[config.mk]
export PLATFORM = sky130hd
export DESIGN_NAME = sensor_frame_gate_flat
export DESIGN_NICKNAME = d
export VERILOG_FILES = /design/src/rtl/sensor_frame_gate_pkg.sv /design/src/rtl/sensor_frame_gate_if.sv /design/src/rtl/sensor_frame_gate_frame_geom_checker.sv /design/src/rtl/sensor_frame_gate.sv /design/src/flat_wrapper.sv
export SDC_FILE = /design/constraint.sdc
export NUM_CORES = 1
export LEC_CHECK = 0
export CORE_ASPECT_RATIO = 1.2
export CORE_UTILIZATION = 48
export CTS_BUF_LIST = sky130_fd_sc_hd__clkbuf_4
export CTS_CLUSTER_DIAMETER = 60
export CTS_CLUSTER_SIZE = 25
export DETAILED_ROUTE_END_ITERATION = 12
export HOLD_SLACK_MARGIN = 0.1
export PLACE_DENSITY = 0.89
export SETUP_SLACK_MARGIN = 0.5
export SLEW_MARGIN = 40
export SYNTH_ARGS = -nofsm -noshare
export SYNTH_HDL_FRONTEND = slang
export SYNTH_SLANG_ARGS = --single-unit
[constraint.sdc]
create_clock -name clk -period 2 [get_ports clk]
set_input_delay 0.3 -clock clk [delete_from_list [all_inputs] [get_ports clk]]
set_output_delay 0.3 -clock clk [all_outputs]
set_load 0.03 [all_outputs]
[src/rtl/sensor_frame_gate_pkg.sv]
`default_nettype none
// ============================================================================
//  Module      : sensor_frame_gate_pkg
//  Description : Shared types and constants for the sensor frame gate and
//                for histogram_module sizing (default frame geometry).
//  Revision    : 1.0 - initial release
// ============================================================================
package sensor_frame_gate_pkg;

    // One sensor beat carries two 10-bit pixels.
    localparam int c_pix_w = 10;
    localparam int c_bus_w = 2 * c_pix_w;

    // Default frame geometry, also used by histogram_module instances.
    localparam int c_line_words_def  = 640;
    localparam int c_frame_lines_def = 400;
    localparam int c_cnt_w_def       = 16;

    // Frame gate state encoding.
    localparam int         c_state_w  = 2;
    localparam logic [1:0] c_st_sync  = 2'd0;
    localparam logic [1:0] c_st_armed = 2'd1;
    localparam logic [1:0] c_st_pass  = 2'd2;
    localparam logic [1:0] c_st_drop  = 2'd3;

    // Two-pixel bus word as presented by the sensor: {pixel_b, pixel_a}.
    typedef struct packed {
        logic [c_pix_w-1:0] pixel_b;
        logic [c_pix_w-1:0] pixel_a;
    } pixel_pair_t;

endpackage
`default_nettype wire

[src/rtl/sensor_frame_gate_if.sv]
`default_nettype none
// ============================================================================
//  Module      : sensor_frame_gate_if
//  Description : Parallel video bus (two-pixel data, frame strobe, line
//                strobe). The master drives the bus, the slave receives it.
//  Revision    : 1.0 - initial release
// ============================================================================
interface sensor_frame_gate_if;
    import sensor_frame_gate_pkg::*;

    pixel_pair_t pixel_data;
    logic        frame_valid;
    logic        line_valid;

    modport master (
        output pixel_data,
        output frame_valid,
        output line_valid
    );

    modport slave (
        input  pixel_data,
        input  frame_valid,
        input  line_valid
    );

endinterface
`default_nettype wire

[src/rtl/sensor_frame_gate_frame_geom_checker.sv]
`default_nettype none
// ============================================================================
//  Module      : frame_geom_checker
//  Description : Counts words per line and lines per frame on the gated
//                video stream, latches the most recent counts and raises
//                sticky flags when they differ from the expected geometry.
//  Revision    : 1.0 - initial release
// ============================================================================
module frame_geom_checker
    import sensor_frame_gate_pkg::*;
#(
    parameter int LINE_WORDS  = c_line_words_def,
    parameter int FRAME_LINES = c_frame_lines_def,
    parameter int CNT_W       = c_cnt_w_def
) (
    input  wire              clk,
    input  wire              reset,
    input  wire              start,
    input  wire              frame_valid,
    input  wire              line_valid,
    input  wire              err_clear,
    output logic [CNT_W-1:0] last_line_words,
    output logic [CNT_W-1:0] last_frame_lines,
    output logic             err_line_len,
    output logic             err_frame_lines
);

    localparam logic [CNT_W-1:0] c_line_words  = CNT_W'(LINE_WORDS);
    localparam logic [CNT_W-1:0] c_frame_lines = CNT_W'(FRAME_LINES);
    localparam logic [CNT_W-1:0] c_one         = CNT_W'(1);

    logic             r_fv_d;
    logic             r_lv_d;
    logic [CNT_W-1:0] r_word_cnt;
    logic [CNT_W-1:0] r_line_cnt;
    logic [CNT_W-1:0] r_last_line_words;
    logic [CNT_W-1:0] r_last_frame_lines;
    logic             r_err_line_len;
    logic             r_err_frame_lines;

    logic             w_line_fall;
    logic             w_frame_fall;
    logic [CNT_W-1:0] w_line_cnt_next;
    logic             w_line_err;
    logic             w_frame_err;

    function automatic logic [CNT_W-1:0] sat_inc(input logic [CNT_W-1:0] value);
        return (value == '1) ? value : value + c_one;
    endfunction

    // The gated stream is the input, so falls are seen in the cycle after
    // the output edge and results land one clock later.
    assign w_line_fall  = r_lv_d & ~line_valid;
    assign w_frame_fall = r_fv_d & ~frame_valid;

    // A line still open when the frame ends is counted in the frame total.
    assign w_line_cnt_next = w_line_fall ? sat_inc(r_line_cnt) : r_line_cnt;
    assign w_line_err      = w_line_fall  & (r_word_cnt != c_line_words);
    assign w_frame_err     = w_frame_fall & (w_line_cnt_next != c_frame_lines);

    // Delayed copies of the gated strobes for edge detection.
    always_ff @(posedge clk) begin
        if (reset) begin
            r_fv_d <= 1'b0;
            r_lv_d <= 1'b0;
        end else begin
            r_fv_d <= frame_valid;
            r_lv_d <= line_valid;
        end
    end

    // Word and line counters, cleared when a forwarded frame begins.
    always_ff @(posedge clk) begin
        if (reset || start) begin
            r_word_cnt <= '0;
            r_line_cnt <= '0;
        end else begin
            if (w_line_fall) begin
                r_word_cnt <= '0;
            end else if (frame_valid && line_valid) begin
                r_word_cnt <= sat_inc(r_word_cnt);
            end
            r_line_cnt <= w_line_cnt_next;
        end
    end

    // Latch the geometry of the most recent line and frame.
    always_ff @(posedge clk) begin
        if (reset) begin
            r_last_line_words  <= '0;
            r_last_frame_lines <= '0;
        end else begin
            if (w_line_fall) begin
                r_last_line_words <= r_word_cnt;
            end
            if (w_frame_fall) begin
                r_last_frame_lines <= w_line_cnt_next;
            end
        end
    end

    // Sticky error flags; a new error beats a simultaneous clear.
    always_ff @(posedge clk) begin
        if (reset) begin
            r_err_line_len    <= 1'b0;
            r_err_frame_lines <= 1'b0;
        end else begin
            if (w_line_err) begin
                r_err_line_len <= 1'b1;
            end else if (err_clear) begin
                r_err_line_len <= 1'b0;
            end
            if (w_frame_err) begin
                r_err_frame_lines <= 1'b1;
            end else if (err_clear) begin
                r_err_frame_lines <= 1'b0;
            end
        end
    end

    assign last_line_words  = r_last_line_words;
    assign last_frame_lines = r_last_frame_lines;
    assign err_line_len     = r_err_line_len;
    assign err_frame_lines  = r_err_frame_lines;

endmodule
`default_nettype wire

[src/rtl/sensor_frame_gate.sv]
`default_nettype none
// ============================================================================
//  Module      : sensor_frame_gate
//  Description : Registers the raw sensor bus and forwards only whole frames
//                to histogram_module, with optional 1-in-(N+1) frame
//                decimation and per-frame geometry checking.
//  Revision    : 1.0 - initial release
// ============================================================================
module sensor_frame_gate
    import sensor_frame_gate_pkg::*;
#(
    parameter int LINE_WORDS  = c_line_words_def,
    parameter int FRAME_LINES = c_frame_lines_def,
    parameter int CNT_W       = c_cnt_w_def
) (
    input  wire                       clk,
    input  wire                       reset,
    input  wire                       enable,
    input  wire [3:0]                 skip,
    input  wire                       err_clear,
    sensor_frame_gate_if.slave        raw,
    sensor_frame_gate_if.master       gated,
    output logic                      frame_done,
    output logic [CNT_W-1:0]          last_line_words,
    output logic [CNT_W-1:0]          last_frame_lines,
    output logic                      err_line_len,
    output logic                      err_frame_lines
);

    localparam logic [3:0] c_skip_zero = 4'd0;
    localparam logic [3:0] c_skip_one  = 4'd1;

    // Stage-1 copy of the raw bus and its delayed frame strobe.
    pixel_pair_t          r_data;
    logic                 r_fv;
    logic                 r_lv;
    logic                 r_fv_d;

    logic [c_state_w-1:0] r_state;
    logic [3:0]           r_skip_cnt;

    // Output register feeding histogram_module.
    pixel_pair_t          r_out_data;
    logic                 r_out_fv;
    logic                 r_out_lv;
    logic                 r_frame_done;

    logic                 w_fv_rise;
    logic                 w_fv_fall;
    logic                 w_start;
    logic                 w_fwd;

    assign w_fv_rise = r_fv & ~r_fv_d;
    assign w_fv_fall = ~r_fv & r_fv_d;

    // A frame is accepted on the very cycle its rising edge is seen, so the
    // first beat is forwarded with the same latency as the rest.
    assign w_start = (r_state == c_st_armed) & w_fv_rise & enable & (r_skip_cnt == c_skip_zero);
    assign w_fwd   = (r_state == c_st_pass) | w_start;

    // Stage-1 capture runs through reset so that SYNC sees the true bus
    // level as soon as reset is released.
    always_ff @(posedge clk) begin
        r_data <= raw.pixel_data;
        r_fv   <= raw.frame_valid;
        r_lv   <= raw.line_valid;
        r_fv_d <= r_fv;
    end

    // Frame admission state machine and decimation counter.
    always_ff @(posedge clk) begin
        if (reset) begin
            r_state    <= c_st_sync;
            r_skip_cnt <= c_skip_zero;
        end else begin
            case (r_state)
                c_st_sync: begin
                    if (!r_fv) begin
                        r_state <= c_st_armed;
                    end
                end
                c_st_armed: begin
                    if (w_fv_rise) begin
                        if (enable && (r_skip_cnt == c_skip_zero)) begin
                            r_state <= c_st_pass;
                        end else begin
                            r_state <= c_st_drop;
                            if (r_skip_cnt != c_skip_zero) begin
                                r_skip_cnt <= r_skip_cnt - c_skip_one;
                            end
                        end
                    end
                end
                c_st_pass: begin
                    if (w_fv_fall) begin
                        r_skip_cnt <= skip;
                        r_state    <= c_st_armed;
                    end
                end
                c_st_drop: begin
                    if (w_fv_fall) begin
                        r_state <= c_st_armed;
                    end
                end
                default: begin
                    r_state <= c_st_sync;
                end
            endcase
        end
    end

    // Gated output register; line strobe outside a frame is never passed.
    always_ff @(posedge clk) begin
        if (reset) begin
            r_out_data   <= '0;
            r_out_fv     <= 1'b0;
            r_out_lv     <= 1'b0;
            r_frame_done <= 1'b0;
        end else begin
            r_out_data   <= w_fwd ? r_data : '0;
            r_out_fv     <= w_fwd & r_fv;
            r_out_lv     <= w_fwd & r_fv & r_lv;
            r_frame_done <= (r_state == c_st_pass) & w_fv_fall;
        end
    end

    assign gated.pixel_data  = r_out_data;
    assign gated.frame_valid = r_out_fv;
    assign gated.line_valid  = r_out_lv;
    assign frame_done        = r_frame_done;

    frame_geom_checker #(
        .LINE_WORDS  (LINE_WORDS),
        .FRAME_LINES (FRAME_LINES),
        .CNT_W       (CNT_W)
    ) u_geom (
        .clk              (clk),
        .reset            (reset),
        .start            (w_start),
        .frame_valid      (r_out_fv),
        .line_valid       (r_out_lv),
        .err_clear        (err_clear),
        .last_line_words  (last_line_words),
        .last_frame_lines (last_frame_lines),
        .err_line_len     (err_line_len),
        .err_frame_lines  (err_frame_lines)
    );

endmodule
`default_nettype wire

[src/flat_wrapper.sv]
// flat-port wrapper written by rule: the top's interface ports become plain ports
module sensor_frame_gate_flat import sensor_frame_gate_pkg::*;
#(
    parameter int LINE_WORDS  = c_line_words_def,
    parameter int FRAME_LINES = c_frame_lines_def,
    parameter int CNT_W       = c_cnt_w_def
)
  (clk, reset, enable, skip, err_clear, frame_done, last_line_words, last_frame_lines, err_line_len, err_frame_lines, raw_pixel_data, raw_frame_valid, raw_line_valid, gated_pixel_data, gated_frame_valid, gated_line_valid);
  sensor_frame_gate_if raw_i ();
  sensor_frame_gate_if gated_i ();
  input  wire clk;
  input  wire reset;
  input  wire enable;
  input  wire [3:0] skip;
  input  wire err_clear;
  output logic frame_done;
  output logic [CNT_W-1:0] last_line_words;
  output logic [CNT_W-1:0] last_frame_lines;
  output logic err_line_len;
  output logic err_frame_lines;
  input wire logic [$bits(raw_i.pixel_data)-1:0] raw_pixel_data;
  input wire logic [$bits(raw_i.frame_valid)-1:0] raw_frame_valid;
  input wire logic [$bits(raw_i.line_valid)-1:0] raw_line_valid;
  output wire logic [$bits(gated_i.pixel_data)-1:0] gated_pixel_data;
  output wire logic [$bits(gated_i.frame_valid)-1:0] gated_frame_valid;
  output wire logic [$bits(gated_i.line_valid)-1:0] gated_line_valid;
  assign raw_i.pixel_data = raw_pixel_data;
  assign raw_i.frame_valid = raw_frame_valid;
  assign raw_i.line_valid = raw_line_valid;
  assign gated_pixel_data = gated_i.pixel_data;
  assign gated_frame_valid = gated_i.frame_valid;
  assign gated_line_valid = gated_i.line_valid;
  sensor_frame_gate #(.LINE_WORDS(LINE_WORDS), .FRAME_LINES(FRAME_LINES), .CNT_W(CNT_W)) u_core (.clk(clk), .reset(reset), .enable(enable), .skip(skip), .err_clear(err_clear), .raw(raw_i), .gated(gated_i), .frame_done(frame_done), .last_line_words(last_line_words), .last_frame_lines(last_frame_lines), .err_line_len(err_line_len), .err_frame_lines(err_frame_lines));
endmodule
# After elaboration in Yosys (flattened, before gate mapping)
# Cells that the tools add are included.
# Widths: inputs -> output; s select.
dict set report op_classes {
  addsub 3
  n_mul 0
  div 0
  n_lt_le_gt_ge 0
  n_eq_ne 13
  shift 0
  muxes 15
  n_bitwise 19
  reduce_logical 15
}
# operator n
set ops {}
lappend ops {{$add 16x1->16 const B} 2}
lappend ops {{$eq 16x16->1 const B} 2}
lappend ops {{$mux 16} 2}
lappend ops {{$mux 4} 4}
lappend ops {{$ne 16x10->1 const B} 1}
lappend ops {{$ne 16x9->1 const B} 1}
lappend ops {{$and 1x1->1} 12}
lappend ops {{$pmux 4 s2} 1}
lappend ops {{$mux 2} 3}
lappend ops {{$ne 2x1->1 const B} 3}
lappend ops {{$ne 2x2->1 const B} 3}
lappend ops {{$not 1->1} 6}
lappend ops {{$pmux 2 s3} 1}
lappend ops {{$reduce_bool 2->1} 3}
lappend ops {{$reduce_or 2->1} 3}
lappend ops {{$reduce_and 5->1} 1}
lappend ops {{$eq 2x2->1 const B} 2}
lappend ops {{$logic_not 4->1} 1}
lappend ops {{$mux 1} 4}
lappend ops {{$reduce_bool 4->1} 1}
lappend ops {{$sub 4x1->4 const B} 1}
lappend ops {{$reduce_and 3->1} 1}
lappend ops {{$eq 2x1->1 const B} 1}
lappend ops {{$logic_and 1x1->1} 2}
lappend ops {{4 further kinds} 4}
dict set report word_totals {
  reg_bits 120
  latch_bits 0
  ram_bits 0
  rom_bits 0
  input_bits 30
  output_inout_bits 57
  word_cells 85
  mem_count 0
}

# Depth between registers and ports, before layout
dict set report logic_depth {
  depth_word 8
  ltp_mapped 11
  ltp_nobuf 8
}

# Modules after synthesis
# Synthesis repeated with hierarchy kept, for this count alone.
dict set report unflattened {
  cells_unflattened 475
  area_unflattened_um2 4654.5
}
# mod n_inst cells_each area_each_um2
set by_module_without_submodules {}
lappend by_module_without_submodules {frame_geom_checker 1 353 3075.4}
lappend by_module_without_submodules {sensor_frame_gate 1 122 1579.0}

# Worst setup path after synthesis
# No wires, ideal clock.
dict set report synth_path {
  path_kind {register -> register}
  start {register u_core.r_skip_cnt[0]}
  end {register u_core.u_geom.r_word_cnt[10]}
  setup_ns 0.115
  arrival_time_ns 1.759
  path_slack_ns 0.126
  stages_incl_launch_ff 12
  path_buffers 3
  period_less_slack_ns 1.874
  path_cell_list {dfxtp_1 > inv_1 > ha_1 > nand2b_4 > or3_1 > or2_1 > nand2b_1 > buf_4 > nand2b_1 > buf_6 > buf_8 > nor2_1}
}
dict set report synth_via {
  elab_chain_cells 4
}
# element line_no
set synth_rtl {}
lappend synth_rtl {{from (decl)} sensor_frame_gate.sv:40} ;# logic [3:0] r_skip_cnt;
lappend synth_rtl {{from (signal assigned)} sensor_frame_gate.sv:74} ;# r_skip_cnt <= c_skip_zero;
lappend synth_rtl {{from (signal assigned)} sensor_frame_gate.sv:89} ;# r_skip_cnt <= r_skip_cnt - c_skip_one;
lappend synth_rtl {{from (signal assigned)} sensor_frame_gate.sv:96} ;# r_skip_cnt <= skip;
lappend synth_rtl {{$logic_not 4->1} sensor_frame_gate.sv:58} ;# assign w_start = (r_state == c_st_armed) & w_fv_rise & enable & (r_skip_cnt == c_skip_zero);
lappend synth_rtl {{$and 1x1->1} sensor_frame_gate.sv:58}
lappend synth_rtl {{$logic_or 1x1->1} sensor_frame_gate_frame_geom_checker.sv:74} ;# if (reset || start) begin
lappend synth_rtl {{$reduce_or 2->1 (no source line)} --}
lappend synth_rtl {{to (signal assigned)} sensor_frame_gate_frame_geom_checker.sv:81} ;# r_word_cnt <= sat_inc(r_word_cnt);
lappend synth_rtl {{to (decl)} sensor_frame_gate_frame_geom_checker.sv:34} ;# logic [CNT_W-1:0] r_word_cnt;
# No other way between the ends.
# A chain may end at the register's enable or synchronous reset.

# Worst setup path in the final report
dict set report layout_path {
  start {register u_core.u_geom.r_line_cnt[14]}
  end {register u_core.u_geom.r_last_frame_lines[11] (netlist: u_core.u_geom.last_frame_lines[11])}
}
dict set report layout_via {
  elab_chain_cells 3
}
# element line_no
set layout_rtl {}
lappend layout_rtl {{from (decl)} sensor_frame_gate_frame_geom_checker.sv:35} ;# logic [CNT_W-1:0] r_line_cnt;
lappend layout_rtl {{from (signal assigned)} sensor_frame_gate_frame_geom_checker.sv:83} ;# r_line_cnt <= w_line_cnt_next;
lappend layout_rtl {{$eq 16x16->1} sensor_frame_gate_frame_geom_checker.sv:48} ;# return (value == '1) ? value : value + c_one;
lappend layout_rtl {{$mux 16} sensor_frame_gate_frame_geom_checker.sv:48}
lappend layout_rtl {{$mux 16} sensor_frame_gate_frame_geom_checker.sv:57} ;# assign w_line_cnt_next = w_line_fall ? sat_inc(r_line_cnt) : r_line_cnt;
lappend layout_rtl {{to (signal assigned)} sensor_frame_gate_frame_geom_checker.sv:97} ;# r_last_frame_lines <= w_line_cnt_next;
lappend layout_rtl {{to (decl)} sensor_frame_gate_frame_geom_checker.sv:37} ;# logic [CNT_W-1:0] r_last_frame_lines;
# No other way between the ends.

==> results.py <==
metrics = {
    "outcome": {
        "status": "finished, final reports clean",
    },
    "die": {
        "fp.dieH_um": 108.5,
        "io_pins": 87,
        "start_util": 0.4970,
        "row_count": 38,
        "dieArea_um2": 9846,
        "coreArea_um2": 9129,
        "die_w_um": 90.75,
    },
    "sta": {
        "skew_ps": 22.69,
        "period_share": 0.9536,
        "setup_violations": 0,
        "rsz0062_at_grt": "true",
        "final_hold_viol_count": 0,
        "fmax_mhz": 524.3,
        "slew-limit-headroom": 0.6029,
        "worst_slew_pin_slew_ps": 593.7,
        "period_needed_ps": 1907,
        "slew_violations": 0,
    },
    "synth": {
        "syn_area_per_cell_um2": 9.297,
        "synth_area_um2": 4537,
        "async_flop_share": 0,
        "ys_types": 50,
        "synth_fp_nets": 526,
        "ys_seq_area_frac": 0.5295,
        "synth_ff_type": "dfxtp_1",
        "synth_edf_count": 0,
        "yosys_warnings": 0,
        "ys_ff_latch": 120,
        "synthCells": 488,
    },
    "route": {
        "routed_wl_um": 12650,
        "vias_per_cell": 5.461,
        "detail_route.iter0.violations": 290,
        "avgRoutedWirePerCell_um": 16.60,
        "num_vias": 4161,
        "firstDrtPassIters": 5,
        "drc": 0,
        "ant_nets": 0,
    },
    "clock_network": {
        "tritoncts": "yes",
        "cts_buffers": 17,
        "htree_levels": 4,
        "cts.sink_count": 120,
        "clkLatencyLatePin_ps": 530,
        "cts_buffer_depth": 2,
        "path_clk_slew_ps": 110,
        "ctsRootBufferMaster": "clkbuf_4",
        "ctsHoldBuffers": 0,
    },
    "global_routing": {
        "track_usage": 0.2410,
        "grt_pass1_wl_um": 18400,
        "grt_pass1_vias": 4020,
        "grt_overflow": 0,
        "antenna_found_initial": 0,
        "grt_max_degree": 22,
    },
    "power": {
        "peakVddDrop_mv": 0.7937,
        "p_total_w": 0.006448,
        "p_leak_nw": 2.609,
        "cellPowerDensity_nw_per_um2": 957.7,
    },
    "layout": {
        "antennaDiodeCount": 0,
        "drive_gt1_frac": 0.4237,
        "finalNetCount": 667,
        "final_cells": 762,
        "finish.instance_area_um2": 6733,
        "final_common_cell": "dfxtp_1",
        "layout_common_cells": "102 x dfxtp_1, 54 x nand2_1, 40 x nor2_1",
        "area_growth_pct": 48.40,
    },
    "setup_path": {
        "start_kind": "register",
        "arrival_ps": 2360,
        "required_ps": 2450,
        "path_max_fanout": 6,
        "cp-end-kind": "register",
        "worst-setup-path-type": "register to register",
    },
    "placement": {
        "post_dp_cell_area_um2": 5657,
        "gp_congestion": 0.9052,
        "place.detailed.hpwl_um": 7098,
        "port_buffers": 86,
        "dp.cells": 688,
    },
    "worst_hold_path": {
        "hold_path.class": "input pin to register",
    },
    "flow_run": {
        "drv_cap": 0,
    },
}
==> worst max-delay path: stages (launching register included) <==
cell and delay (ps):
dfxtp_1 370, and4_2 320, a41oi_4 280, buf_12 150, buf_4 130, nand4_1 140, xor2_1 210, a211oi_1 250
==> metrics by stage <==
step                        util  hold WS, ps  setup WS (ps)  setup TNS, ps
after detailed placement  0.6197        402.3         -67.14         -701.5
after floorplan                -        327.7          207.5              0
after global routing      0.7375        154.4          17.63              0
after CTS                 0.7148        175.2          170.4              0
final                     0.7375        204.5          92.80              0
after global placement    0.6197        396.8          6.968              0
==> path summary, 6_finish.rpt <==
check                               start                                  to  slack (ps)  cells past startpoint
min                    raw_pixel_data[18]                   u_core.r_data[18]         200                      1
max reg2reg  u_core.u_geom.r_line_cnt[14]  u_core.u_geom.last_frame_lines[11]          90                      7
max          u_core.u_geom.r_line_cnt[14]  u_core.u_geom.last_frame_lines[11]          90                      7
min reg2reg             u_core.r_data[11]         u_core.gated.pixel_data[11]         440                      1
==> layout make-up <==
type | instances | area [um^2]
Tap cell | 120 | 150.1
Clock inverter | 10 | 151.4
Timing Repair Buffer | 144 | 1232
Multi-Input combinational cell | 331 | 2530
Fill cell | 588 | 2396
Sequential cell | 120 | 2442
Clock buffer | 22 | 165.2
Inverter | 15 | 61.31
==> flip-flops by register name (all words and copies together) (netlist names) <==
register	flops
u_core.u_geom.last_line_words	16
u_core.r_data	20
u_core.u_geom.err_line_len	1
u_core.u_geom.r_fv_d	1
u_core.gated.pixel_data	20
u_core.r_lv	1
u_core.u_geom.err_frame_lines	1
u_core.r_skip_cnt	4
u_core.u_geom.r_line_cnt	16
u_core.gated.line_valid	1
u_core.u_geom.last_frame_lines	16
u_core.u_geom.r_word_cnt	16
u_core.r_state	2
u_core.u_geom.r_lv_d	1
u_core.r_fv	1
u_core.r_fv_d	1
u_core.gated.frame_valid	1
u_core.frame_done	1
==> layer usage <==
metal,GRT usage,wire length [um],vias to the layer above
met1,0.2560,4821,1988
li1,-,-,1945
met4,0.1509,408,0
met3,0.06188,686,45
met2,0.4275,6731,183
met5,0,0,-
==> cell families (layout without fill, tap and decap cells) <==
logic type | Yosys count | after routing | synth area share
compound gates | 70 | 70 | 0.1018
xor+xnor | 25 | 25 | 0.04826
fa+ha+maj | 8 | 8 | 0.02206
buf+inv | 38 | 191 | 0.03999
flops | 120 | 120 | 0.5295
mux | 10 | 10 | 0.02234
simple gates | 217 | 218 | 0.2361
==> Yosys cell counts (all sizes together) (2+ instances only) <==
cell type  count  area, um^2
a211oi        11       87.58
a21oi         28       140.1
a22oi          3       22.52
a31oi          2       12.51
a41oi          4       42.55
and2          23       143.9
and3           6       37.54
and4           6       52.55
buf            9       68.81
clkbuf        14       56.30
dfxtp        120        2402
ha             8       100.1
inv           15       56.30
mux2i          9       90.09
nand2         58       217.7
nand2b         9       63.81
nand3         11       55.05
nand4         10       68.81
nor2          63       236.5
nor2b          8       50.05
nor3          10       55.05
nor4           6       37.54
nor4b          3       26.28
o21a           3       22.52
o21ai         10       50.05
or2            2       12.51
xnor2         16       140.1
xor2           9       78.83
==> where the power goes <==
group          total [W]  leakage, nW  switching (W)  internal, W
Sequential       0.00265        0.988       0.000107      0.00254
Combinational    0.00187         1.45       0.000893     0.000980
Clock            0.00193        0.175       0.000879      0.00105
Total            0.00645         2.61        0.00188      0.00457
==> timing repair <==
item | 4_1_cts | 5_1_grt
cloned | 3 | 1
buffers inserted | 23 | 15
resized for setup | 267 | 132
pin swaps | 50 | 36
setup endpoints to repair | 134 | 112
hold endpoints to repair | 0 | 0
(Power assumes the default switching activity.)
